[src/rtl/register_writeback_pkg.sv]
// Shared constants, helpers and types for the register writeback front end.
// Holds default widths, the ceil-log2 helper and the write-port source enum.
package register_writeback_pkg;

    localparam int DEF_DATA_W   = 32;
    localparam int DEF_ADDR_L   = 32;
    localparam int DEF_QUEUE_D  = 4;
    localparam int DEF_STARVE_L = 3;

    function automatic int util_math_log2(input int n);
        int r;
        r = 0;
        while ((1 << r) < n) begin
            r = r + 1;
        end
        return r;
    endfunction

    localparam int DEF_ADDR_W  = util_math_log2(DEF_ADDR_L);
    localparam int DEF_ENTRY_W = DEF_ADDR_W + DEF_DATA_W;

    typedef enum logic [1:0] {
        ARB_NONE  = 2'd0,
        ARB_PIPE  = 2'd1,
        ARB_DRAIN = 2'd2
    } arb_src_e;

endpackage

[src/rtl/register_writeback_if.sv]
// Bundle of writeback, long-unit, decode and register-file signals.
// The master side is the pipeline/decode environment; the slave side is the writeback block.
interface register_writeback_if #(
    parameter int ADDR_W = register_writeback_pkg::DEF_ADDR_W,
    parameter int DATA_W = register_writeback_pkg::DEF_DATA_W
);
    logic              pipe_en;
    logic [ADDR_W-1:0] pipe_addr;
    logic [DATA_W-1:0] pipe_data;
    logic              long_valid;
    logic              long_ready;
    logic [ADDR_W-1:0] long_addr;
    logic [DATA_W-1:0] long_data;
    logic              issue_en;
    logic [ADDR_W-1:0] issue_addr;
    logic [ADDR_W-1:0] rd1_addr;
    logic [ADDR_W-1:0] rd2_addr;
    logic              rd1_pending;
    logic              rd2_pending;
    logic              stall_req;
    logic              waw_err;
    logic              wr_en;
    logic [ADDR_W-1:0] wr_addr;
    logic [DATA_W-1:0] wr_data;

    modport master (
        output pipe_en, pipe_addr, pipe_data,
        output long_valid, long_addr, long_data,
        output issue_en, issue_addr, rd1_addr, rd2_addr,
        input  long_ready, rd1_pending, rd2_pending, stall_req, waw_err,
        input  wr_en, wr_addr, wr_data
    );

    modport slave (
        input  pipe_en, pipe_addr, pipe_data,
        input  long_valid, long_addr, long_data,
        input  issue_en, issue_addr, rd1_addr, rd2_addr,
        output long_ready, rd1_pending, rd2_pending, stall_req, waw_err,
        output wr_en, wr_addr, wr_data
    );
endinterface

[src/rtl/register_writeback_queue.sv]
// Small synchronous FIFO for long-latency results with a combinational head peek,
// so the head can be driven onto the write port in the same cycle it is popped.
module register_writeback_queue
    import register_writeback_pkg::*;
#(
    parameter int  WIDTH = DEF_ENTRY_W,
    parameter int  DEPTH = DEF_QUEUE_D,
    localparam int PTR_W = util_math_log2(DEPTH),
    localparam int CNT_W = PTR_W + 1
) (
    input  logic             i_clk,
    input  logic             i_srst,
    input  logic             i_push,
    input  logic [WIDTH-1:0] i_push_data,
    input  logic             i_pop,
    output logic [WIDTH-1:0] o_head,
    output logic             o_full,
    output logic             o_empty,
    output logic [CNT_W-1:0] o_count
);

    logic [WIDTH-1:0] r_mem [DEPTH];
    logic [PTR_W-1:0] r_head;
    logic [PTR_W-1:0] r_tail;
    logic [CNT_W-1:0] r_count;
    logic             w_push;
    logic             w_pop;

    assign o_full  = (r_count == CNT_W'(DEPTH));
    assign o_empty = (r_count == '0);
    assign o_count = r_count;
    assign o_head  = r_mem[r_head];

    assign w_push = i_push && !o_full;
    assign w_pop  = i_pop && !o_empty;

    always_ff @(posedge i_clk) begin
        if (w_push) begin
            r_mem[r_tail] <= i_push_data;
        end
    end

    // DEPTH is a power of two, so pointers wrap by natural overflow.
    always_ff @(posedge i_clk) begin
        if (i_srst) begin
            r_head  <= '0;
            r_tail  <= '0;
            r_count <= '0;
        end else begin
            if (w_push) begin
                r_tail <= r_tail + 1'b1;
            end
            if (w_pop) begin
                r_head <= r_head + 1'b1;
            end
            case ({w_push, w_pop})
                2'b10:   r_count <= r_count + 1'b1;
                2'b01:   r_count <= r_count - 1'b1;
                default: r_count <= r_count;
            endcase
        end
    end

endmodule

[src/rtl/register_writeback.sv]
// Merges pipeline writebacks and queued long-latency results onto the single
// register-file write port, tracking pending destinations for decode hazard stalls.
module register_writeback
    import register_writeback_pkg::*;
#(
    parameter int  DATA_W   = DEF_DATA_W,
    parameter int  ADDR_L   = DEF_ADDR_L,
    parameter int  QUEUE_D  = DEF_QUEUE_D,
    parameter int  STARVE_L = DEF_STARVE_L,
    localparam int ADDR_W   = util_math_log2(ADDR_L)
) (
    input logic                  i_clk,
    input logic                  i_srst,
    register_writeback_if.slave  bus
);

    localparam int ENTRY_W  = ADDR_W + DATA_W;
    localparam int CNT_W    = util_math_log2(QUEUE_D) + 1;
    localparam int STARVE_W = util_math_log2(STARVE_L + 1);

    logic [ENTRY_W-1:0]  w_head;
    logic [ADDR_W-1:0]   w_head_addr;
    logic [DATA_W-1:0]   w_head_data;
    logic                w_q_full;
    logic                w_q_empty;
    logic [CNT_W-1:0]    w_q_count;
    logic                w_pipe_win;
    logic                w_drain;
    logic                w_push;
    logic                w_long_ready;
    logic                w_issue;
    logic                w_waw_hit;
    arb_src_e            w_src;
    logic                w_wr_en;
    logic [ADDR_W-1:0]   w_wr_addr;
    logic [DATA_W-1:0]   w_wr_data;
    logic [ADDR_L-1:0]   w_pending_next;
    logic [ADDR_L-1:0]   r_pending;
    logic [STARVE_W-1:0] r_starve;
    logic                r_waw_err;

    assign w_head_addr  = w_head[ENTRY_W-1 -: ADDR_W];
    assign w_head_data  = w_head[DATA_W-1:0];
    assign w_pipe_win   = bus.pipe_en && (bus.pipe_addr != '0);
    assign w_long_ready = !i_srst && !w_q_full;
    // Results for r0 are acknowledged but never enter the queue.
    assign w_push       = bus.long_valid && w_long_ready && (bus.long_addr != '0);
    assign w_drain      = (w_src == ARB_DRAIN);
    assign w_issue      = bus.issue_en && (bus.issue_addr != '0);

    register_writeback_queue #(
        .WIDTH (ENTRY_W),
        .DEPTH (QUEUE_D)
    ) u_queue (
        .i_clk       (i_clk),
        .i_srst      (i_srst),
        .i_push      (w_push),
        .i_push_data ({bus.long_addr, bus.long_data}),
        .i_pop       (w_drain),
        .o_head      (w_head),
        .o_full      (w_q_full),
        .o_empty     (w_q_empty),
        .o_count     (w_q_count)
    );

    always_comb begin
        w_src = ARB_NONE;
        if (!i_srst) begin
            if (w_pipe_win) begin
                w_src = ARB_PIPE;
            end else if (!w_q_empty) begin
                w_src = ARB_DRAIN;
            end
        end
    end

    always_comb begin
        w_wr_en   = 1'b0;
        w_wr_addr = '0;
        w_wr_data = '0;
        case (w_src)
            ARB_PIPE: begin
                w_wr_en   = 1'b1;
                w_wr_addr = bus.pipe_addr;
                w_wr_data = bus.pipe_data;
            end
            ARB_DRAIN: begin
                w_wr_en   = 1'b1;
                w_wr_addr = w_head_addr;
                w_wr_data = w_head_data;
            end
            default: ;
        endcase
    end

    // A fresh reservation outranks the clear from a same-cycle drain of that register.
    assign w_pending_next[0] = 1'b0;
    genvar gi;
    for (gi = 1; gi < ADDR_L; gi++) begin : g_pending
        assign w_pending_next[gi] =
            (w_issue && (bus.issue_addr == ADDR_W'(gi))) ? 1'b1 :
            (w_drain && (w_head_addr == ADDR_W'(gi)))    ? 1'b0 :
            r_pending[gi];
    end

    // Re-reserving a register whose result is being written this cycle is not a hazard.
    assign w_waw_hit = w_issue && r_pending[bus.issue_addr] &&
                       !(w_drain && (w_head_addr == bus.issue_addr));

    always_ff @(posedge i_clk) begin
        if (i_srst) begin
            r_pending <= '0;
            r_waw_err <= 1'b0;
        end else begin
            r_pending <= w_pending_next;
            r_waw_err <= r_waw_err | w_waw_hit;
        end
    end

    always_ff @(posedge i_clk) begin
        if (i_srst) begin
            r_starve <= '0;
        end else if (w_q_empty || w_drain) begin
            r_starve <= '0;
        end else if (r_starve != STARVE_W'(STARVE_L)) begin
            r_starve <= r_starve + 1'b1;
        end
    end

    assign bus.long_ready  = w_long_ready;
    assign bus.stall_req   = (r_starve == STARVE_W'(STARVE_L)) || (w_q_count == CNT_W'(QUEUE_D));
    assign bus.waw_err     = r_waw_err;
    assign bus.wr_en       = w_wr_en;
    assign bus.wr_addr     = w_wr_addr;
    assign bus.wr_data     = w_wr_data;
    // The register file forwards the draining value, so that operand is already available.
    assign bus.rd1_pending = r_pending[bus.rd1_addr] && !(w_drain && (w_head_addr == bus.rd1_addr));
    assign bus.rd2_pending = r_pending[bus.rd2_addr] && !(w_drain && (w_head_addr == bus.rd2_addr));

endmodule

[src/flat_wrapper.sv]
// flat-port wrapper written by rule: the top's interface ports become plain ports
module register_writeback_flat import register_writeback_pkg::*;
#(
    parameter int  DATA_W   = DEF_DATA_W,
    parameter int  ADDR_L   = DEF_ADDR_L,
    parameter int  QUEUE_D  = DEF_QUEUE_D,
    parameter int  STARVE_L = DEF_STARVE_L,
    localparam int ADDR_W   = util_math_log2(ADDR_L)
)
  (i_clk, i_srst, bus_pipe_en, bus_pipe_addr, bus_pipe_data, bus_long_valid, bus_long_addr, bus_long_data, bus_issue_en, bus_issue_addr, bus_rd1_addr, bus_rd2_addr, bus_long_ready, bus_rd1_pending, bus_rd2_pending, bus_stall_req, bus_waw_err, bus_wr_en, bus_wr_addr, bus_wr_data);
  register_writeback_if #(.DATA_W(DATA_W)) bus_i ();
  input logic i_clk;
  input logic i_srst;
  input wire logic [$bits(bus_i.pipe_en)-1:0] bus_pipe_en;
  input wire logic [$bits(bus_i.pipe_addr)-1:0] bus_pipe_addr;
  input wire logic [$bits(bus_i.pipe_data)-1:0] bus_pipe_data;
  input wire logic [$bits(bus_i.long_valid)-1:0] bus_long_valid;
  input wire logic [$bits(bus_i.long_addr)-1:0] bus_long_addr;
  input wire logic [$bits(bus_i.long_data)-1:0] bus_long_data;
  input wire logic [$bits(bus_i.issue_en)-1:0] bus_issue_en;
  input wire logic [$bits(bus_i.issue_addr)-1:0] bus_issue_addr;
  input wire logic [$bits(bus_i.rd1_addr)-1:0] bus_rd1_addr;
  input wire logic [$bits(bus_i.rd2_addr)-1:0] bus_rd2_addr;
  output wire logic [$bits(bus_i.long_ready)-1:0] bus_long_ready;
  output wire logic [$bits(bus_i.rd1_pending)-1:0] bus_rd1_pending;
  output wire logic [$bits(bus_i.rd2_pending)-1:0] bus_rd2_pending;
  output wire logic [$bits(bus_i.stall_req)-1:0] bus_stall_req;
  output wire logic [$bits(bus_i.waw_err)-1:0] bus_waw_err;
  output wire logic [$bits(bus_i.wr_en)-1:0] bus_wr_en;
  output wire logic [$bits(bus_i.wr_addr)-1:0] bus_wr_addr;
  output wire logic [$bits(bus_i.wr_data)-1:0] bus_wr_data;
  assign bus_i.pipe_en = bus_pipe_en;
  assign bus_i.pipe_addr = bus_pipe_addr;
  assign bus_i.pipe_data = bus_pipe_data;
  assign bus_i.long_valid = bus_long_valid;
  assign bus_i.long_addr = bus_long_addr;
  assign bus_i.long_data = bus_long_data;
  assign bus_i.issue_en = bus_issue_en;
  assign bus_i.issue_addr = bus_issue_addr;
  assign bus_i.rd1_addr = bus_rd1_addr;
  assign bus_i.rd2_addr = bus_rd2_addr;
  assign bus_long_ready = bus_i.long_ready;
  assign bus_rd1_pending = bus_i.rd1_pending;
  assign bus_rd2_pending = bus_i.rd2_pending;
  assign bus_stall_req = bus_i.stall_req;
  assign bus_waw_err = bus_i.waw_err;
  assign bus_wr_en = bus_i.wr_en;
  assign bus_wr_addr = bus_i.wr_addr;
  assign bus_wr_data = bus_i.wr_data;
  register_writeback #(.DATA_W(DATA_W), .ADDR_L(ADDR_L), .QUEUE_D(QUEUE_D), .STARVE_L(STARVE_L)) u_core (.i_clk(i_clk), .i_srst(i_srst), .bus(bus_i));
endmodule
[config.mk]
export PLATFORM = sky130hd
export DESIGN_NAME = register_writeback_flat
export DESIGN_NICKNAME = d
export VERILOG_FILES = /design/src/rtl/register_writeback_pkg.sv /design/src/rtl/register_writeback_if.sv /design/src/rtl/register_writeback_queue.sv /design/src/rtl/register_writeback.sv /design/src/flat_wrapper.sv
export SDC_FILE = /design/constraint.sdc
export NUM_CORES = 1
export LEC_CHECK = 0
export CAP_MARGIN = 40
export CORE_ASPECT_RATIO = 0.7
export CORE_MARGIN = 10
export CORE_UTILIZATION = 30
export CTS_CLUSTER_DIAMETER = 120
export DETAILED_ROUTE_END_ITERATION = 8
export GPL_TIMING_DRIVEN = 0
export PLACE_DENSITY = 0.54
export SLEW_MARGIN = 40
export SYNTH_ARGS = -nofsm -noshare
export SYNTH_HDL_FRONTEND = slang
export SYNTH_HIERARCHICAL = 1
export SYNTH_SLANG_ARGS = --single-unit
[constraint.sdc]
create_clock -name i_clk -period 3 [get_ports i_clk]
set_input_delay 0.6 -clock i_clk [delete_from_list [all_inputs] [get_ports i_clk]]
set_output_delay 0.6 -clock i_clk [all_outputs]
set_load 0.005 [all_outputs]
==> impl_results.md, run 1 <==
- Number of detailed-route iterations in the first pass: 4
- Final Setup Violations: 9
- CP arrival: roughly 2500 ps
- Global-route wire length before repair: 40.3 mm
- Vias after detailed routing: between 6000 and 7000
- Met3 usage: under 10%
- Initial Utilization: between 30% and 40%
- Layout Cells excl Fill: between 1000 and 1500
- Sw Pwr: 1.32 mW
- Final nets: 951
- Combinational power share: between 10% and 20%
- H-tree lvl count: 4
- Synth area leader: edfxtp_1
- Fin crit share: 103%
- Async S/R FF share, synth: 0%
- Antenna Nets Post-Route: 0
- Final Hold Slack: 501 ps
- Status: finished with violations
- Crit. End Element: output port
- Total grt overflow: 0
- VDD IR max: 0.336 mV
- Skew final: between 10 and 15 ps
- Setup WS pre-CTS: -1820 ps
- Vias in the first global route: between 6000 and 7000
- Final wirelength: about 27 mm
- Fin crit period: 3080 ps
- Setup TNS after final layout: -202 ps
- Worst setup path class: flop to output port
- Layout cells sized above 1: ~28%
- Top cell type's share of synthesized area: 49.5%
- Register area: between 5000 and 6000 um^2
- Worst-path maximum fanout: 10
- Clock Tree Buf Depth: 2
- Routability congestion estimate: 0.899
- Post-DP HPWL: between 15 and 20 mm
- M2 GR Usage: between 20% and 30%
- Req. time, crit path: 2400 ps
- Yosys reg bits: roughly 190
- Slew of the pin with the lowest slew margin: about 800 ps
- Sequential element share of the synthesized area: between 50% and 60%
- Sequential Power Share: about half
- Worst slew margin: between 40% and 50%
- Met1 Track Usage GR: roughly a fifth
- Busiest metal layer after global routing: met2
- Cells after synthesis: roughly 670
- Final Hold Fails: 0
- Die W: 227 um
- Switching share of power: between 20% and 30%
- Layout fillers: 2717
- Largest net degree at the start of global routing: 25
- Post-synth EDFFs: ~150
- CTS tree: built
- Post-synthesis instance area: 8980 um^2
- Avg Cell Area, Syn: ~13 um^2
- # IOs: 137
- Setup ws final: -75.4 ps
- Initial antenna violation count: 2
- Net Count, Synth: 770
- Post-CTS Hold Buffers: 0
- Synth top area cells: edfxtp_1 (50%), dfxtp_1 (9.6%), mux4_2 (8.8%)
- Clk sink count: 191
- WL per Instance: roughly 22 um
- Row Count: 52
- Type of the tightest min-delay check: flop to flop
- Via density: around 5.2
- Clock share of power: between 30% and 40%
- Multi-input gate area: roughly 3600 um^2
- Synth cell types: 47
- Iteration-0 DRC Markers: about 450
- Violated checks: negative setup slack
- Worst setup SP type: flop
- Max cap viols: 0
- Clock latency at the later pin of the worst-skew pair: roughly 430 ps
- Maximum clock rate: ~330 MHz
- Num CTS Buffers: 17
- Die area: about 37000 um^2
- Area grow syn2layout: 33.3%
- Root buffer cell: clkbuf_16
- Leak Pwr: between 4 and 5 nW
- PwrDens: around 480 nW/um^2
- CORE AREA: 29200 um^2
- Pins Over Slew Limit: 0
- Residual DRC count: 0
- Worst-path clk slew: around 70 ps
- Internal: approximately 4.5 mW
- RSZ-0062 raised after global routing: true
- Main synth FF type: edfxtp_1
- Buffers on Ports: roughly 130
- DIE HEIGHT: between 150 and 200 um
- Synth Warn #: 6
- Tot GR Track Use: between 10% and 20%
- Dpl cells: around 1200
==> per-stage QoR <==
| step | utilization, % | total power [mW] | cell area [um^2] |
|---|---|---|---|
| 6_report | 41.0 | 5.78 | 12000 |
| 5_1_grt | 41.0 | 5.99 | 12000 |
| 4_1_cts | 40.6 | 5.80 | 11900 |
| 3_5_place_dp | 37.1 | 3.55 | 10800 |
| 3_3_place_gp | 36.7 | 3.54 | 10700 |
| 2_1_floorplan | - | 3.24 | 8980 |
==> flip-flops by register name, indices dropped and copies added (netlist names), named ones only <==
register,cells
u_core/bus.waw_err,1
u_core/r_pending,31
u_core/r_starve,2
u_core/u_queue/o_count,3
u_core/u_queue/r_head,2
u_core/u_queue/r_mem,148
u_core/u_queue/r_tail,2
==> kinds of logic after synthesis <==
family | synth area share, %
xor gates and xnor gates | 1.85
DFF | 59.1
and+or+nand+nor | 8.87
muxes | 15.5
AOI/OAI and AO/OA | 9.31
buffers and inverters | 3.85
adders and majority gates | 1.48
==> synthesized netlist by cell type, drive strengths merged, types with 2 or more instances <==
master and count:
dfxtp 43, nand4 2, inv 15, or2 2, a21oi 38, mux2 8, a22oi 43, nand3 10
and3 2, a31oi 5, mux4 44, edfxtp 148, or3 3, a311oi 7, nand3b 2, xor2 16
ha 9, mux2i 28, a211oi 2, nand2b 11, nor4 5, buf 26, o21ai 36, nor2 62
clkbuf 21, and2 5, nor3 4, nor4bb 2, xnor2 3, nand2 46, nand4b 3, nor2b 7
==> power by group through the flow <==
stage | Clock, mW | Combinational, mW | Sequential, mW
after detailed placement | 0 | 0.568 | 2.98
after floorplan | 0 | 0.268 | 2.98
after CTS | 2.22 | 0.656 | 2.92
after global routing | 2.34 | 0.723 | 2.93
final | 2.18 | 0.674 | 2.92
after global placement | 0 | 0.556 | 2.98
==> timing repair <==
| item | in CTS | in global routing |
|---|---|---|
| endpoints found under the hold margin | 0 | 0 |
| endpoints found under the setup margin | 97 | 41 |
| buffers inserted | 28 | 0 |
| pin swaps | 24 | 22 |
| resized for setup | 268 | 29 |
| gates cloned | 5 | 0 |
==> critical path, cell delays in order (launching register included) <==
cell	delay, ps
dfxtp_2	340
buf_12	130
mux4_2	520
buf_4	210
xor2_1	190
nor4_2	280
and3_1	190
a31oi_1	40
buf_2	140
==> layer usage <==
layer,part of all wire [%],wire [um]
met2,44,11900
met4,1.7,464
met3,7.8,2090
met5,0.048,13
met1,46,12500
==> final timing paths <==
check | start | end | slack, ps | cells after the start
min | u_core/u_queue/r_head[1] | u_core/u_queue/r_head[1] | 500 | 2
max | flop | bus_rd2_pending | -80 | 8
min reg2reg | u_core/u_queue/r_head[1] | u_core/u_queue/r_head[1] | 500 | 2
max reg2reg | u_core/u_queue/o_count[2] | u_core/u_queue/o_count[2] | 200 | 13
==> cell usage in the layout (no fill, tap or decap), types with 11 or more instances in the layout <==
master / n
clkbuf_16: 24
o21ai_0: 34
inv_1: 13
clkdlybuf4s50_1: 82
a22oi_2: 28
nor2_1: 60
mux2i_1: 28
dfxtp_1: 42
nand2b_1: 11
buf_4: 26
a21oi_1: 38
edfxtp_1: 148
mux4_2: 38
nand2_1: 45
a22oi_1: 15
xor2_1: 16
buf_2: 50
==> final cells by class <==
cell class              count  share of cell area (%)
diodes                      1                  0.0209
plain buffers              45                    4.32
clock buffers              20                    3.65
clock inverters            11                   0.962
inverters                  15                   0.491
multi-input cells         413                    29.8
flip-flops and latches    191                    44.3
well taps                 378                    3.95
repair buffers            164                    12.5
Power figures use the tool's default switching activity.
==> run 2, diff against run 1 <==
--- a/config.mk
+++ b/config.mk
@@ -10,6 +10,7 @@
 export CORE_MARGIN = 10
 export CORE_UTILIZATION = 30
 export CTS_CLUSTER_DIAMETER = 120
+export CTS_CLUSTER_SIZE = 28
 export DETAILED_ROUTE_END_ITERATION = 8
 export GPL_TIMING_DRIVEN = 0
 export PLACE_DENSITY = 0.54
==> results of run 2 <==
The final DEF is identical to that of run 1; final timing and power are the same.
==> RTL edit 1 (settings of run 2) <==
Set the package constant `DEF_ADDR_L` to 16 (it was 32).
--- a/src/rtl/register_writeback_pkg.sv
+++ b/src/rtl/register_writeback_pkg.sv
@@ -3,7 +3,7 @@
 package register_writeback_pkg;
 
     localparam int DEF_DATA_W   = 32;
-    localparam int DEF_ADDR_L   = 32;
+    localparam int DEF_ADDR_L   = 16;
     localparam int DEF_QUEUE_D  = 4;
     localparam int DEF_STARVE_L = 3;
 
Interface: changed (6 resized); port bits go from 137 to 131. No check against the original RTL was run, so the function may have changed too.
==> RTL edit 1 against run 2 <==
Synthesized area fell by 15%; sequential cell count fell by 20; final area shrank 13%; via count is 23% lower; power decreased by 3.9%; wire length decreased by 23%; worst setup slack improved by 160 ps; cell count fell by 20%; largest power group unchanged.
==> RTL edit 1: results (changes against run 2) <==
.. list-table::
   :header-rows: 1

   * - Metric
     - Value
   * - Status
     - completed (was complete, but fails checks)
   * - Post-synthesis sequential area ratio
     - 0.640 (was 0.591)
   * - Mean number of vias per cell
     - 4.97 (was 5.16)
   * - Relative max-transition margin
     - 0.694 (was 0.476)
   * - Top layer reached by signal wires
     - met4 (was met5)
   * - Final HPWL DP
     - 14400 um (was 18600 um)
   * - Synth unique cells
     - 44 (was 47)
   * - R2R Setup Slk
     - 310 ps (was 200 ps)
   * - Starting DRC count in detailed routing
     - 340 (was 446)
   * - Net Count, Synth
     - 586 (was 770)
   * - Leakage dissipation
     - 3.59 nW (was 4.10 nW)
   * - Top post-synthesis cells by count
     - 144 x sky130_fd_sc_hd__edfxtp_1, 49 x sky130_fd_sc_hd__nor2_1, 36 x sky130_fd_sc_hd__a22oi_1 (was 148 x sky130_fd_sc_hd__edfxtp_1, 62 x sky130_fd_sc_hd__nor2_1, 46 x sky130_fd_sc_hd__nand2_1)
   * - Non-filler instance count after layout
     - 994 (was 1238)
   * - Proportion of layout cells with a drive suffix above 1
     - 0.269 (was 0.282)
   * - GRT met3 Usage
     - 0.0341 (was 0.0381)
   * - Number of flops mapped to enable cells by yosys
     - 144 (was 148)
   * - Max incr delay on CP
     - 440 ps (was 520 ps)
   * - Arr. time, crit path
     - 2310 ps (was 2480 ps)
   * - First-pass GRT wire length
     - 31300 um (was 40300 um)
   * - Buffers inserted during post-CTS setup optimization
     - 21 (was 28)
   * - Sum of met3 wire segment lengths after detailed routing
     - 1400 um (was 2090 um)
   * - Amount of wire on met2 after detailed routing
     - 9910 um (was 11900 um)
   * - Slowest cell on crit path
     - sky130_fd_sc_hd__o41ai_4 (was sky130_fd_sc_hd__mux4_2)
   * - Number of buffers added on ports
     - 126 (was 128)
   * - Met1 WL
     - 9090 um (was 12500 um)
   * - Average cell area after synthesis
     - 15.6 um2 (was 13.5 um2)
   * - Launch instance of the worst register-to-register path
     - u_core/u_queue/o_count[0]$_SDFFE_PP0P_ (was u_core/u_queue/o_count[2]$_SDFFE_PP0P_)
   * - Placed cells
     - 942 (was 1176)
-- RTL edit 1: cell types whose count changed after synthesis, moves of 5 or more --
| cell | delta |
|---|---|
| sky130_fd_sc_hd__mux2i_1 | -17 |
| sky130_fd_sc_hd__buf_2 | -9 |
| sky130_fd_sc_hd__o21ai_0 | -17 |
| sky130_fd_sc_hd__a311oi_1 | -7 |
| sky130_fd_sc_hd__a21oi_1 | -17 |
| sky130_fd_sc_hd__dfxtp_1 | -16 |
| sky130_fd_sc_hd__a22oi_1 | -7 |
| sky130_fd_sc_hd__nand2_1 | -27 |
| sky130_fd_sc_hd__nand2b_1 | -6 |
| sky130_fd_sc_hd__nor2_1 | -13 |
| sky130_fd_sc_hd__mux2_2 | -5 |
-- RTL edit 1: stage by stage --
stage | setup TNS, ps | hold slack [ps] | util
floorplan | 0 | 459 | -
global placement | -201730 | 476 | 0.374
detailed placement | -57530 | 491 | 0.378
CTS | -73.9 | 504 | 0.419
global route | 0 | 553 | 0.419
finish | 0 | 505 | 0.419
-- RTL edit 1: worst min path at each step --
stage / start / end / slack [ps] / depth (start not counted)
after floorplan: u_core/u_queue/r_head[1]$_SDFFE_PP0P_ / register / 460 / 2
after global placement: u_core/u_queue/r_head[1]$_SDFFE_PP0P_ / u_core/u_queue/r_head[1]$_SDFFE_PP0P_ / 480 / 2
after detailed placement: u_core/u_queue/r_head[1]$_SDFFE_PP0P_ / register / 490 / 2
after CTS: u_core/u_queue/r_head[1]$_SDFFE_PP0P_ / register / 500 / 2
after global routing: u_core/u_queue/r_head[1]$_SDFFE_PP0P_ / register / 550 / 2
final: u_core/u_queue/r_head[1]$_SDFFE_PP0P_ / u_core/u_queue/r_head[1]$_SDFFE_PP0P_ / 510 / 2
-- RTL edit 1: power breakdown --
part,internal (mW),switching (mW)
clock,1.48,0.891
combinational,0.286,0.245
sequential,2.62,0.0223
total,4.39,1.16
-- RTL edit 1: area by class of cell --
cell class                      count  area share
Multi-Input combinational cell    272       0.247
Clock buffer                       17      0.0409
Sequential cell                   171       0.468
Clock inverter                     15      0.0212
Buffer                             27      0.0350
Timing Repair Buffer              156       0.144
Tap cell                          325      0.0391
Inverter                           11     0.00397
-- RTL edit 1: cell families (layout without fill, tap and decap cells) --
family / Yosys count / in the layout / synth area share
AOI/OAI and AO/OA: 82 / 82 / 0.0688
DFF: 171 / 171 / 0.640
muxes: 59 / 59 / 0.157
buffers and inverters: 44 / 226 / 0.0334
xor gates and xnor gates: 16 / 16 / 0.0184
and+or+nand+nor: 105 / 105 / 0.0652
adders and majority gates: 10 / 10 / 0.0174
==> RTL edit 2 (flow settings as in run 2) <==
Without the edit above. Reset style: asynchronous (`i_srst`), changed in 3 clocked blocks.
--- a/src/rtl/register_writeback_queue.sv
+++ b/src/rtl/register_writeback_queue.sv
@@ -41,7 +41,7 @@
     end
 
     // DEPTH is a power of two, so pointers wrap by natural overflow.
-    always_ff @(posedge i_clk) begin
+    always_ff @(posedge i_clk or posedge i_srst) begin
         if (i_srst) begin
             r_head  <= '0;
             r_tail  <= '0;
--- a/src/rtl/register_writeback.sv
+++ b/src/rtl/register_writeback.sv
@@ -107,7 +107,7 @@
     assign w_waw_hit = w_issue && r_pending[bus.issue_addr] &&
                        !(w_drain && (w_head_addr == bus.issue_addr));
 
-    always_ff @(posedge i_clk) begin
+    always_ff @(posedge i_clk or posedge i_srst) begin
         if (i_srst) begin
             r_pending <= '0;
             r_waw_err <= 1'b0;
@@ -117,7 +117,7 @@
         end
     end
 
-    always_ff @(posedge i_clk) begin
+    always_ff @(posedge i_clk or posedge i_srst) begin
         if (i_srst) begin
             r_starve <= '0;
         end else if (w_q_empty || w_drain) begin
Check against the original RTL: differs if i_srst is asserted again (counterexample within 4 cycles, from zero or initial values and one cycle with i_srst high); with i_srst held inactive, the same outputs for 4 cycles.
==> RTL edit 2 against run 2 <==
The flow still finishes with violations (setup timing); synthesized area is 1.5% lower; count of clock-buffer cells in the layout increased by 6; maximum frequency fell by 4.1%; critical path depth shrank 1; global-route usage fell by 0.10 points; wire length decreased by 2.9%; first-iteration DRC count grew 7.4%; critical endpoint is now bus_rd1_pending; worst setup slack lost 130 ps; sequential cell count decreased by 2; register-to-register slack gained 230 ps; final area fell by 0.63%.
Power is not compared: it rests on default switching activity, and its combinational part moved more than twofold at a synthesized area within 25%.
==> RTL edit 2: results (changes against run 2) <==
.. list-table::
   :header-rows: 1

   * - Metric
     - Value
   * - Status
     - complete, but fails checks (unchanged)
   * - Violated checks
     - setup timing (unchanged)
   * - GRT met3 Usage
     - 0.0446 (was 0.0381)
   * - Combined global-route utilization of all metal layers
     - 0.144 (was 0.145)
   * - Post-place setup slack
     - -1990 ps (was -1820 ps)
   * - Post-Route Skew
     - 13.1 ps (was 10.6 ps)
   * - Sum of met3 wire segment lengths after detailed routing
     - 1930 um (was 2090 um)
   * - Number of buffers added on ports
     - 125 (was 128)
   * - Number of setup violations in the final report
     - 36 (was 9)
   * - Starting DRC count in detailed routing
     - 479 (was 446)
   * - Count of inverters other than clock inverters in the layout
     - 13 (was 15)
   * - Arithmetic-cell share of the synthesized area counting full adders, half adders and majority gates
     - 0.0150 (was 0.0148)
   * - Top post-synthesis cells by count
     - 148 x sky130_fd_sc_hd__edfxtp_1, 63 x sky130_fd_sc_hd__o21ai_0, 54 x sky130_fd_sc_hd__mux4_2 (was 148 x sky130_fd_sc_hd__edfxtp_1, 62 x sky130_fd_sc_hd__nor2_1, 46 x sky130_fd_sc_hd__nand2_1)
   * - Worst hold path class
     - in -> async (was reg -> reg)
   * - Met1 WL
     - 12100 um (was 12500 um)
   * - Final Worst Setup Slack
     - -206 ps (was -75.4 ps)
   * - Buffers inserted during post-CTS setup optimization
     - 21 (was 28)
   * - Top layer reached by signal wires
     - met4 (was met5)
   * - R2R Setup Slk
     - 430 ps (was 200 ps)
   * - Synth top area cells
     - sky130_fd_sc_hd__edfxtp_1 50%, sky130_fd_sc_hd__mux4_2 14%, sky130_fd_sc_hd__dfrtp_1 12%, sky130_fd_sc_hd__o21ai_0 3.6%, sky130_fd_sc_hd__a22oi_1 3.2% (was sky130_fd_sc_hd__edfxtp_1 50%, sky130_fd_sc_hd__dfxtp_1 9.6%, sky130_fd_sc_hd__mux4_2 8.8%, sky130_fd_sc_hd__a22oi_1 3.6%, sky130_fd_sc_hd__mux2i_1 3.1%)
   * - Max incr delay on CP
     - 630 ps (was 520 ps)
   * - Net Count, Synth
     - 680 (was 770)
   * - Endpoint of the most critical register-to-register path
     - u_core/u_queue/o_count[2]$_DFFE_PP0P_ (was u_core/u_queue/o_count[2]$_SDFFE_PP0P_)
   * - Post_cts resized
     - 280 (was 268)
   * - Multi-In Gates
     - 334 (was 413)
   * - Global placer's final weighted congestion
     - 0.853 (was 0.899)
   * - Synth Instances
     - 576 (was 666)
   * - Mapped cell area
     - 8840 um2 (was 8980 um2)
   * - GR met1 Demand/Resource
     - 0.202 (about the same)
   * - Post-detailed-routing wire length
     - 26200 um (was 27000 um)
   * - Proportion of layout cells with a drive suffix above 1
     - 0.342 (was 0.282)
   * - Number of clock buffers in the layout
     - 26 (was 20)
   * - Slew at the pin closest to its max-slew limit
     - 725 ps (was 783 ps)
## RTL edit 2: changes by cell type in the layout (fill, tap and decap cells not counted), sizes merged, moves of 12 or more
| cell | delta |
|---|---|
| a21oi | -37 |
| dfrtp | +41 |
| dfxtp | -43 |
| mux4 | +12 |
| nand2 | -32 |
| nor2 | -16 |
| o21ai | +27 |
## RTL edit 2: worst reg2reg max path: stages (launching register included)
cell and delay, ps:
sky130_fd_sc_hd__dfrtp_1 490, sky130_fd_sc_hd__nor3_2 100, sky130_fd_sc_hd__nor2_1 130, sky130_fd_sc_hd__nand2_2 100
sky130_fd_sc_hd__inv_2 90, sky130_fd_sc_hd__ha_4 210, sky130_fd_sc_hd__buf_4 140, sky130_fd_sc_hd__o31a_1 200
sky130_fd_sc_hd__ha_2 210, sky130_fd_sc_hd__inv_1 50, sky130_fd_sc_hd__fa_1 370, sky130_fd_sc_hd__xor2_1 150
sky130_fd_sc_hd__nor2_1 110, sky130_fd_sc_hd__xor2_1 150
